**src/rtl/mc_maindec_pkg.sv**
```systemverilog
// Shared constants, state encoding and per-state control decode for the
// multicycle main control FSM.
package mc_maindec_pkg;

    localparam logic [5:0] OP_R_TYPE = 6'b000000;
    localparam logic [5:0] OP_LW     = 6'b100011;
    localparam logic [5:0] OP_SW     = 6'b101011;
    localparam logic [5:0] OP_BEQ    = 6'b000100;
    localparam logic [5:0] OP_BNE    = 6'b000101;
    localparam logic [5:0] OP_J      = 6'b000010;
    localparam logic [2:0] OP_IMM_HI = 3'b001;      // ADDI..LUI share op[5:3]
    localparam logic [5:0] FUNCT_JR  = 6'b001000;

    localparam logic [1:0] ALU_ADD   = 2'b00;
    localparam logic [1:0] ALU_SUB   = 2'b01;
    localparam logic [1:0] ALU_FUNCT = 2'b10;
    localparam logic [1:0] ALU_IMM   = 2'b11;

    localparam logic [1:0] SRCB_RT     = 2'b00;
    localparam logic [1:0] SRCB_FOUR   = 2'b01;
    localparam logic [1:0] SRCB_IMM    = 2'b10;
    localparam logic [1:0] SRCB_IMM_SH = 2'b11;

    localparam logic [1:0] PC_ALU    = 2'b00;
    localparam logic [1:0] PC_ALUOUT = 2'b01;
    localparam logic [1:0] PC_JUMP   = 2'b10;
    localparam logic [1:0] PC_RS     = 2'b11;

    typedef enum logic [3:0] {
        S_IDLE   = 4'd0,
        S_FETCH  = 4'd1,
        S_DECODE = 4'd2,
        S_MEMADR = 4'd3,
        S_MEMRD  = 4'd4,
        S_MEMWB  = 4'd5,
        S_MEMWR  = 4'd6,
        S_EXEC   = 4'd7,
        S_ALUWB  = 4'd8,
        S_IMMEX  = 4'd9,
        S_IMMWB  = 4'd10,
        S_BRANCH = 4'd11,
        S_JUMP   = 4'd12,
        S_JUMPR  = 4'd13
    } state_e;

    typedef struct packed {
        logic       pc_write;
        logic       branch;
        logic       branch_ne;
        logic       iord;
        logic       mem_read;
        logic       mem_write;
        logic       reg_write;
        logic       reg_dst;
        logic       mem_to_reg;
        logic       alu_src_a;
        logic [1:0] alu_src_b;
        logic [1:0] alu_op;
        logic [1:0] pc_src;
        logic       instr_done;
    } ctrl_t;

    function automatic logic op_is_legal(input logic [5:0] op);
        return (op == OP_R_TYPE) || (op == OP_LW) || (op == OP_SW) ||
               (op == OP_BEQ) || (op == OP_BNE) || (op == OP_J) ||
               (op[5:3] == OP_IMM_HI);
    endfunction

    function automatic state_e decode_next(input logic [5:0] op,
                                           input logic [5:0] funct,
                                           input logic       en_jr);
        state_e s;
        s = S_FETCH;
        if (op == OP_R_TYPE)
            s = (en_jr && funct == FUNCT_JR) ? S_JUMPR : S_EXEC;
        else if (op == OP_LW || op == OP_SW)
            s = S_MEMADR;
        else if (op == OP_BEQ || op == OP_BNE)
            s = S_BRANCH;
        else if (op == OP_J)
            s = S_JUMP;
        else if (op[5:3] == OP_IMM_HI)
            s = S_IMMEX;
        return s;
    endfunction

    // Moore strobes only; mem_ready-qualified and op-qualified ones live in the top.
    function automatic ctrl_t state_ctrl(input state_e s, input logic bne);
        ctrl_t c;
        c = '0;
        case (s)
            S_FETCH: begin
                c.mem_read  = 1'b1;
                c.alu_src_b = SRCB_FOUR;
                c.alu_op    = ALU_ADD;
                c.pc_src    = PC_ALU;
            end
            S_DECODE: c.alu_src_b = SRCB_IMM_SH;
            S_MEMADR: begin
                c.alu_src_a = 1'b1;
                c.alu_src_b = SRCB_IMM;
            end
            S_MEMRD: begin
                c.mem_read = 1'b1;
                c.iord     = 1'b1;
            end
            S_MEMWB: begin
                c.reg_write  = 1'b1;
                c.mem_to_reg = 1'b1;
                c.instr_done = 1'b1;
            end
            S_MEMWR: begin
                c.mem_write = 1'b1;
                c.iord      = 1'b1;
            end
            S_EXEC: begin
                c.alu_src_a = 1'b1;
                c.alu_src_b = SRCB_RT;
                c.alu_op    = ALU_FUNCT;
            end
            S_ALUWB: begin
                c.reg_write  = 1'b1;
                c.reg_dst    = 1'b1;
                c.instr_done = 1'b1;
            end
            S_IMMEX: begin
                c.alu_src_a = 1'b1;
                c.alu_src_b = SRCB_IMM;
                c.alu_op    = ALU_IMM;
            end
            S_IMMWB: begin
                c.reg_write  = 1'b1;
                c.instr_done = 1'b1;
            end
            S_BRANCH: begin
                c.alu_src_a  = 1'b1;
                c.alu_src_b  = SRCB_RT;
                c.alu_op     = ALU_SUB;
                c.branch     = 1'b1;
                c.branch_ne  = bne;
                c.pc_src     = PC_ALUOUT;
                c.instr_done = 1'b1;
            end
            S_JUMP: begin
                c.pc_write   = 1'b1;
                c.pc_src     = PC_JUMP;
                c.instr_done = 1'b1;
            end
            S_JUMPR: begin
                c.pc_write   = 1'b1;
                c.pc_src     = PC_RS;
                c.instr_done = 1'b1;
            end
            default: c = '0;
        endcase
        return c;
    endfunction

endpackage

```
**src/rtl/mc_maindec_if.sv**
```systemverilog
// Control bundle between the instruction register / memory and the
// multicycle datapath; master is the main decoder.
interface mc_maindec_if;

    logic [5:0] op;
    logic [5:0] funct;
    logic       mem_ready;
    logic       pc_write;
    logic       branch;
    logic       branch_ne;
    logic       iord;
    logic       mem_read;
    logic       mem_write;
    logic       ir_write;
    logic       reg_write;
    logic       reg_dst;
    logic       mem_to_reg;
    logic       alu_src_a;
    logic [1:0] alu_src_b;
    logic [1:0] alu_op;
    logic [1:0] pc_src;
    logic       instr_done;
    logic       illegal;
    logic       mem_err;
    logic [3:0] state_o;

    modport master (
        input  op, funct, mem_ready,
        output pc_write, branch, branch_ne, iord, mem_read, mem_write,
               ir_write, reg_write, reg_dst, mem_to_reg, alu_src_a,
               alu_src_b, alu_op, pc_src, instr_done, illegal, mem_err,
               state_o
    );

    modport slave (
        output op, funct, mem_ready,
        input  pc_write, branch, branch_ne, iord, mem_read, mem_write,
               ir_write, reg_write, reg_dst, mem_to_reg, alu_src_a,
               alu_src_b, alu_op, pc_src, instr_done, illegal, mem_err,
               state_o
    );

endinterface

```
**src/rtl/mc_mem_timer.sv**
```systemverilog
// Memory wait-state counter: clears on request, counts stalled cycles,
// saturates, and flags a timeout at the threshold while still stalled.
module mc_mem_timer #(
    parameter int unsigned MEM_TIMEOUT = 15
) (
    input  logic clk,
    input  logic resetn,
    input  logic clr,
    input  logic en,
    output logic timeout
);

    localparam int unsigned CW = (MEM_TIMEOUT == 0) ? 1 : $clog2(MEM_TIMEOUT + 1);
    localparam logic [CW-1:0] LIMIT = CW'(MEM_TIMEOUT);

    logic [CW-1:0] cnt_q, cnt_d;

    always_comb begin
        cnt_d = cnt_q;
        if (clr)
            cnt_d = '0;
        else if (en && cnt_q != '1)
            cnt_d = cnt_q + CW'(1);
    end

    always_ff @(posedge clk or negedge resetn) begin
        if (!resetn)
            cnt_q <= '0;
        else
            cnt_q <= cnt_d;
    end

    assign timeout = (MEM_TIMEOUT != 0) && en && (cnt_q == LIMIT);

endmodule

```
**src/rtl/mc_maindec.sv**
```systemverilog
// Multicycle MIPS main control FSM: sequences fetch/decode/execute/memory/
// writeback and drives the datapath strobes, with a timed memory handshake.
import mc_maindec_pkg::*;

module mc_maindec #(
    parameter int unsigned MEM_TIMEOUT = 15,
    parameter bit          EN_JR       = 1'b1
) (
    input  logic        clk,
    input  logic        resetn,
    mc_maindec_if.master bus
);

    state_e state_q, state_d;
    ctrl_t  ctrl_q, ctrl_d;
    logic   store_q, store_d;
    logic   bne_q, bne_d;

    logic   in_wait, tmr_en, tmr_clr, timeout;
    logic   fetch_done, dec_illegal;

    assign in_wait = (state_q == S_FETCH) || (state_q == S_MEMRD) || (state_q == S_MEMWR);
    assign tmr_en  = in_wait && !bus.mem_ready;

    always_comb begin
        state_d = state_q;
        store_d = store_q;
        bne_d   = bne_q;
        case (state_q)
            S_IDLE:   state_d = S_FETCH;
            S_FETCH:  if (bus.mem_ready) state_d = S_DECODE;
            S_DECODE: begin
                state_d = decode_next(bus.op, bus.funct, EN_JR);
                store_d = (bus.op == OP_SW);
                bne_d   = (bus.op == OP_BNE);
            end
            S_MEMADR: state_d = store_q ? S_MEMWR : S_MEMRD;
            S_MEMRD: begin
                if (bus.mem_ready)
                    state_d = S_MEMWB;
                else if (timeout)
                    state_d = S_FETCH;
            end
            S_MEMWR:  if (bus.mem_ready || timeout) state_d = S_FETCH;
            S_EXEC:   state_d = S_ALUWB;
            S_IMMEX:  state_d = S_IMMWB;
            default:  state_d = S_FETCH;
        endcase
        // Moore strobes are registered against the state being entered.
        ctrl_d = state_ctrl(state_d, bne_d);
    end

    // A timed-out FETCH re-enters itself, so the retry must also clear the count.
    assign tmr_clr = ((state_d == S_FETCH) || (state_d == S_MEMRD) || (state_d == S_MEMWR)) &&
                     ((state_d != state_q) || timeout);

    always_ff @(posedge clk or negedge resetn) begin
        if (!resetn) begin
            state_q <= S_IDLE;
            ctrl_q  <= '0;
            store_q <= 1'b0;
            bne_q   <= 1'b0;
        end else begin
            state_q <= state_d;
            ctrl_q  <= ctrl_d;
            store_q <= store_d;
            bne_q   <= bne_d;
        end
    end

    mc_mem_timer #(
        .MEM_TIMEOUT(MEM_TIMEOUT)
    ) u_timer (
        .clk     (clk),
        .resetn  (resetn),
        .clr     (tmr_clr),
        .en      (tmr_en),
        .timeout (timeout)
    );

    assign fetch_done  = (state_q == S_FETCH) && bus.mem_ready;
    assign dec_illegal = (state_q == S_DECODE) && !op_is_legal(bus.op);

    assign bus.pc_write   = ctrl_q.pc_write | fetch_done;
    assign bus.ir_write   = fetch_done;
    assign bus.branch     = ctrl_q.branch;
    assign bus.branch_ne  = ctrl_q.branch_ne;
    assign bus.iord       = ctrl_q.iord;
    assign bus.mem_read   = ctrl_q.mem_read;
    assign bus.mem_write  = ctrl_q.mem_write;
    assign bus.reg_write  = ctrl_q.reg_write;
    assign bus.reg_dst    = ctrl_q.reg_dst;
    assign bus.mem_to_reg = ctrl_q.mem_to_reg;
    assign bus.alu_src_a  = ctrl_q.alu_src_a;
    assign bus.alu_src_b  = ctrl_q.alu_src_b;
    assign bus.alu_op     = ctrl_q.alu_op;
    assign bus.pc_src     = ctrl_q.pc_src;
    assign bus.instr_done = ctrl_q.instr_done | dec_illegal |
                            ((state_q == S_MEMWR) && bus.mem_ready) |
                            (timeout && (state_q != S_FETCH));
    assign bus.illegal    = dec_illegal;
    assign bus.mem_err    = timeout;
    assign bus.state_o    = state_q;

endmodule

```
**src/flat_wrapper.sv**
```systemverilog
// flat-port wrapper written by rule: the top's interface ports become plain ports
module mc_maindec_flat 
#(
    parameter int unsigned MEM_TIMEOUT = 15,
    parameter bit          EN_JR       = 1'b1
)
  (clk, resetn, bus_op, bus_funct, bus_mem_ready, bus_pc_write, bus_branch, bus_branch_ne, bus_iord, bus_mem_read, bus_mem_write, bus_ir_write, bus_reg_write, bus_reg_dst, bus_mem_to_reg, bus_alu_src_a, bus_alu_src_b, bus_alu_op, bus_pc_src, bus_instr_done, bus_illegal, bus_mem_err, bus_state_o);
  mc_maindec_if bus_i ();
  input  logic clk;
  input  logic resetn;
  input wire logic [$bits(bus_i.op)-1:0] bus_op;
  input wire logic [$bits(bus_i.funct)-1:0] bus_funct;
  input wire logic [$bits(bus_i.mem_ready)-1:0] bus_mem_ready;
  output wire logic [$bits(bus_i.pc_write)-1:0] bus_pc_write;
  output wire logic [$bits(bus_i.branch)-1:0] bus_branch;
  output wire logic [$bits(bus_i.branch_ne)-1:0] bus_branch_ne;
  output wire logic [$bits(bus_i.iord)-1:0] bus_iord;
  output wire logic [$bits(bus_i.mem_read)-1:0] bus_mem_read;
  output wire logic [$bits(bus_i.mem_write)-1:0] bus_mem_write;
  output wire logic [$bits(bus_i.ir_write)-1:0] bus_ir_write;
  output wire logic [$bits(bus_i.reg_write)-1:0] bus_reg_write;
  output wire logic [$bits(bus_i.reg_dst)-1:0] bus_reg_dst;
  output wire logic [$bits(bus_i.mem_to_reg)-1:0] bus_mem_to_reg;
  output wire logic [$bits(bus_i.alu_src_a)-1:0] bus_alu_src_a;
  output wire logic [$bits(bus_i.alu_src_b)-1:0] bus_alu_src_b;
  output wire logic [$bits(bus_i.alu_op)-1:0] bus_alu_op;
  output wire logic [$bits(bus_i.pc_src)-1:0] bus_pc_src;
  output wire logic [$bits(bus_i.instr_done)-1:0] bus_instr_done;
  output wire logic [$bits(bus_i.illegal)-1:0] bus_illegal;
  output wire logic [$bits(bus_i.mem_err)-1:0] bus_mem_err;
  output wire logic [$bits(bus_i.state_o)-1:0] bus_state_o;
  assign bus_i.op = bus_op;
  assign bus_i.funct = bus_funct;
  assign bus_i.mem_ready = bus_mem_ready;
  assign bus_pc_write = bus_i.pc_write;
  assign bus_branch = bus_i.branch;
  assign bus_branch_ne = bus_i.branch_ne;
  assign bus_iord = bus_i.iord;
  assign bus_mem_read = bus_i.mem_read;
  assign bus_mem_write = bus_i.mem_write;
  assign bus_ir_write = bus_i.ir_write;
  assign bus_reg_write = bus_i.reg_write;
  assign bus_reg_dst = bus_i.reg_dst;
  assign bus_mem_to_reg = bus_i.mem_to_reg;
  assign bus_alu_src_a = bus_i.alu_src_a;
  assign bus_alu_src_b = bus_i.alu_src_b;
  assign bus_alu_op = bus_i.alu_op;
  assign bus_pc_src = bus_i.pc_src;
  assign bus_instr_done = bus_i.instr_done;
  assign bus_illegal = bus_i.illegal;
  assign bus_mem_err = bus_i.mem_err;
  assign bus_state_o = bus_i.state_o;
  mc_maindec #(.MEM_TIMEOUT(MEM_TIMEOUT), .EN_JR(EN_JR)) u_core (.clk(clk), .resetn(resetn), .bus(bus_i));
endmodule
```
**config.mk**
```make
export PLATFORM = sky130hd
export DESIGN_NAME = mc_maindec_flat
export DESIGN_NICKNAME = d
export VERILOG_FILES = /design/src/rtl/mc_maindec_pkg.sv /design/src/rtl/mc_maindec_if.sv /design/src/rtl/mc_mem_timer.sv /design/src/rtl/mc_maindec.sv /design/src/flat_wrapper.sv
export SDC_FILE = /design/constraint.sdc
export NUM_CORES = 1
export LEC_CHECK = 0
export CORE_ASPECT_RATIO = 1.75
export CORE_MARGIN = 2
export CORE_UTILIZATION = 52
export CTS_CLUSTER_SIZE = 40
export DETAILED_ROUTE_END_ITERATION = 16
export GPL_TIMING_DRIVEN = 0
export PLACE_DENSITY = 0.85
export SKIP_CTS_REPAIR_TIMING = 1
export SLEW_MARGIN = 40
export SYNTH_ARGS = -nofsm -noshare
export SYNTH_HDL_FRONTEND = slang
export SYNTH_SLANG_ARGS = --single-unit
```
**constraint.sdc**
```tcl
create_clock -name clk -period 4.96 [get_ports clk]
set_input_delay 0.992 -clock clk [delete_from_list [all_inputs] [get_ports clk]]
set_output_delay 0.992 -clock clk [all_outputs]
set_load 0.01 [all_outputs]
```
== After elaboration in Yosys (flattened, before gate mapping) ==
Index checks and enable logic that the tools add are counted.
Operators by class
  add/subtract/negate cells: 1
  equal/unequal tests: 31
  multiplexer cells: 28
  bitwise logic cells: 4
  reduce and logical (&&, ||, !) cells: 33
Operator list (number)
  $mux W4: 12
  $eq A4 B4 Y1 const B: 8
  $eq A4 B3 Y1 const B: 7
  $pmux W4 S7: 1
  $pmux W2 S3: 3
  $eq A4 B2 Y1 const B: 4
  $logic_or A1 B1 Y1: 14
  $eq A6 B3 Y1 const B: 2
  $eq A6 B6 Y1 const B: 2
  $mux W1: 10
  $eq A4 B1 Y1 const B: 2
  $logic_and A1 B1 Y1: 8
  $reduce_or A2 Y1: 4
  $eq A6 B2 Y1 const B: 1
  $eq A6 B4 Y1 const B: 1
  $logic_not A6 Y1: 1
  $reduce_or A6 Y1: 1
  $add A4 B1 Y4 const B: 1
  $mux W2: 2
  $ne A4 B1 Y1 const B: 1
  $ne A4 B4 Y1: 1
  $ne A4 B4 Y1 const B: 1
  $or A1 B1 Y1: 4
  $reduce_or A4 Y1: 1
  4 further kinds: 5
Storage, ports and cells
  register bits after elaboration: 27
  bits of input ports: 15
  logic and storage cells: 115

== Depth between registers and ports, before layout ==
  depth after elaboration: 13
  depth in mapped cells: 8

== Cells and area by module ==
Synthesis repeated with hierarchy kept, for this count alone.
Second synthesis, totals
  cell total of the unflattened synthesis: 152
  area total of the unflattened synthesis: 1541.5 µm²
Modules (own cells, without submodules)
  mc_maindec: times used 1, cells an instance 131, area each 1302.5 µm², sequential area each 525.5 µm²
  mc_mem_timer: times used 1, cells an instance 21, area each 239.0 µm², sequential area each 100.1 µm²

== Worst setup path before layout ==
No wires, ideal clock.
  kind: input-to-output
  start point: input port bus_op[4]
  end point: output port bus_instr_done
  arrival: 1.920 ns
  data required time: 3.968 ns
  slack: 2.048 ns
  stages: 4
  buffers on the path: 0
  cells stage by stage: nor4bb_1 > nand2_1 > and3_1 > a211o_1
Between the ends
  word-level cells in the longest chain between the ends: 12
  elaborated cells on any way between the ends: 18
  those cells by class: eq/ne (6); bitwise (3); reduce/logical (9)
RTL lines
  from (decl): line flat_wrapper.sv:11  | input wire logic [$bits(bus_i.op)-1:0] bus_op;
  $eq A6 B6 Y1 or $logic_not A6 Y1 (tied branches): line mc_maindec_pkg.sv:64  | return (op == OP_R_TYPE) || (op == OP_LW) || (op == OP_SW) ||
  $logic_or A1 B1 Y1 (3 in a row): line mc_maindec_pkg.sv:64
  $logic_or A1 B1 Y1 (2 in a row): line mc_maindec_pkg.sv:65  | (op == OP_BEQ) || (op == OP_BNE) || (op == OP_J) ||
  $logic_or A1 B1 Y1 (*): line mc_maindec_pkg.sv:65
  $logic_not A1 Y1 (*): line mc_maindec.sv:82  | assign dec_illegal = (state_q == S_DECODE) && !op_is_legal(bus.op);
  $logic_and A1 B1 Y1 (*): line mc_maindec.sv:82
  net bus_illegal: line flat_wrapper.sv:29  | output wire logic [$bits(bus_i.illegal)-1:0] bus_illegal;
  $or A1 B1 Y1 (*) (2 in a row): line mc_maindec.sv:98  | assign bus.instr_done = ctrl_q.instr_done | dec_illegal |
  $or A1 B1 Y1 (*): line mc_maindec.sv:99  | ((state_q == S_MEMWR) && bus.mem_ready) |
  to (decl): line flat_wrapper.sv:28  | output wire logic [$bits(bus_i.instr_done)-1:0] bus_instr_done;
The timed path passes the listed nets; every way through them passes the cells marked *.

== Final worst setup path ==
  start point: input port bus_op[0]
  end point: output port bus_instr_done
Between the ends
  word-level cells in the longest chain between the ends: 12
  elaborated cells on any way between the ends: 17
  those cells by class: eq/ne (5); bitwise (3); reduce/logical (9)
RTL lines (line)
  $eq A6 B6 Y1 or $logic_not A6 Y1 (tied branches): mc_maindec_pkg.sv:64
  $logic_or A1 B1 Y1 (3 in a row): mc_maindec_pkg.sv:64
  $logic_or A1 B1 Y1: mc_maindec_pkg.sv:65
  $logic_or A1 B1 Y1 (*) (2 in a row): mc_maindec_pkg.sv:65
  $logic_not A1 Y1 (*): mc_maindec.sv:82
  $logic_and A1 B1 Y1 (*): mc_maindec.sv:82
  $or A1 B1 Y1 (*) (2 in a row): mc_maindec.sv:98
  $or A1 B1 Y1 (*): mc_maindec.sv:99
Every way passes the cells marked *; elsewhere a longest branch is shown, timed or not.

==> qor.csv <==
metric,value,unit
hold_class,flip-flop to flip-flop,
drc_errors,0,
status,"finished, final reports clean",
coreArea,0.00272,sq mm
asyncSetResetFlopFracSynth,1.00,
rrSetupSlack,2.50,ns
grt_pass1_wl,6.05,mm
max_freq,248,MHz
crit_top_cell,clkdlybuf4s50_1,
placed_cell_area,0.00189,sq mm
dpl_worst_slack,0.944,ns
worst_setup_path_end_kind,output pin,
cp_cell_sequence,clkdlybuf4s50_1 > nor4bb_1 > nand2_1 > and3_1 > a211o_1 > clkdlybuf4s50_1,
worst_setup_path_start_kind,input port,
initial_core_util,0.546,
min_from,u_core.store_q,
wire_per_inst,16.8,um
synth.top_cell.area_share,0.438,
netlist_instances,155,
final_max_slew_viol_count,0,
first_iter_violations,36,
clk_pin_slew,0.10,ns
fin_crit,4.03,ns
gp_congestion,0.868,
timing.slew.headroom,0.573,
clockRootBuffer,clkbuf_8,
syn_avg_cell_area,9.59,sq um
worstMarginPinSlew,0.635,ns
finClkSkew,0.00362,ns
post-route-cell-area,0.00196,sq mm
critPathMaxFanout,5,
clkLatencyLatePin,0.28,ns
yosysTopAreaCell,dfrtp_1,
worst_ep_arrival_time,3.04,ns
rr_endpoint,u_core.u_timer.cnt_q[3],
synth_area,0.00149,sq mm
drt-total-wl,3.74,mm
whs,0.494,ns
die_x,44.4,um
htreeDepth,1,
clock-sinks,26,
ioPinCount,39,
crit_type,input port to output pin,
r2r_cells,8,
hpwl,2.86,mm
cp_slowest_cell,clkdlybuf4s50_1,
whs_endpoint,u_core.store_q,
viasPerCell,6.26,
ys_warn_count,0,
die_y,74.7,um
syn_nets,171,
nNetsFinal,213,
period_share,0.812,
p_per_area,583,mW/mm^2
finalHoldViolCount,0,
numCtsBuffers,3,
gr-total-overflow,0,
critPathBufInv,2,
ys_seq_area_frac,0.438,
drive_gt1_frac,0.128,
r2r-start,u_core.bus.state_o[3],
die_area,0.00332,sq mm
synthFlopType,dfrtp_1,
antenna_found_initial,0,
antenna_cells,0,
drtAntennaViolNets,0,
syn_to_final_growth,31.7,%
setup_viol_count_final,0,
routed-via-count,1395,
setup-tns-final,0,ns
nFillCells,201,
firstDrtPassIters,4,
required,3.97,ns
rsz0062_at_grt,false,
first_global_vias,1329,
cap_violations,0,
grt_max_degree,27,
ys_types,51,
rows,25,
tritoncts,done,
cpPeakStageDelay,0.53,ns
ys_seq_elements,26,
worst_slack,0.930,ns
ys_top_cells_by_area,"dfrtp_1 44%, mux2i_1 4.0%, buf_4 4.0%, nand2_1 3.5%, nor2_1 3.0%",
io_buffers,37,
cts.path.max_buffers,2,
crit_family,buffers and inverters,
min_path_cells,2,
p_leak,0.000877,uW
grt_usage,0.247,
postLayoutCoreUtil,0.719,
ir_drop,0.000466,V
synth_edf_count,0,
[layout by cell type, fill, tap and decap left out, types with 2 or more instances in the layout]
cell type / Yosys / final
clkdlybuf4s50_1: 0 / 36
dfrtp_1: 26 / 26
nand2_1: 14 / 14
nor2_1: 12 / 12
buf_4: 8 / 8
o21ai_0: 8 / 8
nand3_1: 7 / 7
inv_1: 7 / 7
nor3_1: 6 / 6
mux2i_1: 6 / 6
and3_1: 4 / 4
a21oi_1: 4 / 4
clkbuf_1: 3 / 3
nand2b_1: 3 / 3
a31oi_1: 3 / 3
and2_1: 3 / 3
clkbuf_8: 0 / 3
nand4b_1: 2 / 2
buf_2: 1 / 2
nor3b_1: 2 / 2
nand4_1: 2 / 2
o22ai_1: 2 / 2
a211oi_1: 2 / 2
[power by group]
group	total [uW]	internal, uW	switching [uW]	leakage (uW)
logic	641	295	347	0.000495
registers	319	278	41.2	0.000347
clock network	181	108	72.4	0.0000357
[cell usage after synthesis (2+ instances only)]
cell and count:
dfrtp_1 26, nand2_1 14, nor2_1 12, buf_4 8, o21ai_0 8, inv_1 7
nand3_1 7, mux2i_1 6, nor3_1 6, a21oi_1 4, and3_1 4, a31oi_1 3
and2_1 3, clkbuf_1 3, nand2b_1 3, a211oi_1 2, nand4_1 2, nand4b_1 2
nor3b_1 2, o22ai_1 2
[tightest hold or removal path, stage by stage, from the launching register on]
cell and delay, ns:
dfrtp_1 0.36, nand2_1 0.05, o21ai_0 0.06
[routing by layer]
layer  vias to the layer above  routed length [um]  global-route usage
li1                        644                   -                   -
met1                       677                1390               0.262
met2                        63                2080               0.477
met3                        11                 147              0.0192
met4                         0                 127               0.108
met5                         -                   0                   0
[area by class of cell]
class | instances | area [sq um] | area share
clock inverter | 1 | 30.0 | 0.0153
buffer | 13 | 87.6 | 0.0448
tap | 27 | 33.8 | 0.0173
sequential | 26 | 651 | 0.332
timing repair buffer | 37 | 365 | 0.187
multi-input combinational | 109 | 722 | 0.369
clock buffer | 3 | 41.3 | 0.0211
inverter | 7 | 26.3 | 0.0134
[per-stage QoR]
step | power, uW | instances
floorplan | 727 | 155
global placement | 942 | 219
detailed placement | 959 | 219
CTS | 1140 | 223
global route | 1210 | 223
finish | 1140 | 223
[cells by family (layout without fill, tap and decap cells)]
group	count (synthesis)	after routing	share of synthesized area
AO/OA/AOI/OAI	36	36	0.188
adder cells (fa/ha/maj)	1	1	0.00842
buffers and inverters	20	61	0.0766
flip-flops	26	26	0.438
multiplexers	7	7	0.0480
AND/OR/NAND/NOR	65	65	0.242
[worst max path at each step]
| stage | to | startpoint | depth (start not counted) | slack, ns |
|---|---|---|---|---|
| floorplan | bus_instr_done | bus_op[4] | 4 | 2.05 |
| global placement | bus_instr_done | bus_op[0] | 6 | 1.04 |
| detailed placement | bus_instr_done | bus_op[0] | 6 | 0.94 |
| finish | bus_instr_done | bus_op[0] | 6 | 0.93 |
| CTS | bus_instr_done | bus_op[0] | 6 | 0.93 |
| global route | bus_instr_done | bus_op[0] | 6 | 0.82 |
(Power assumes the default switching activity.)
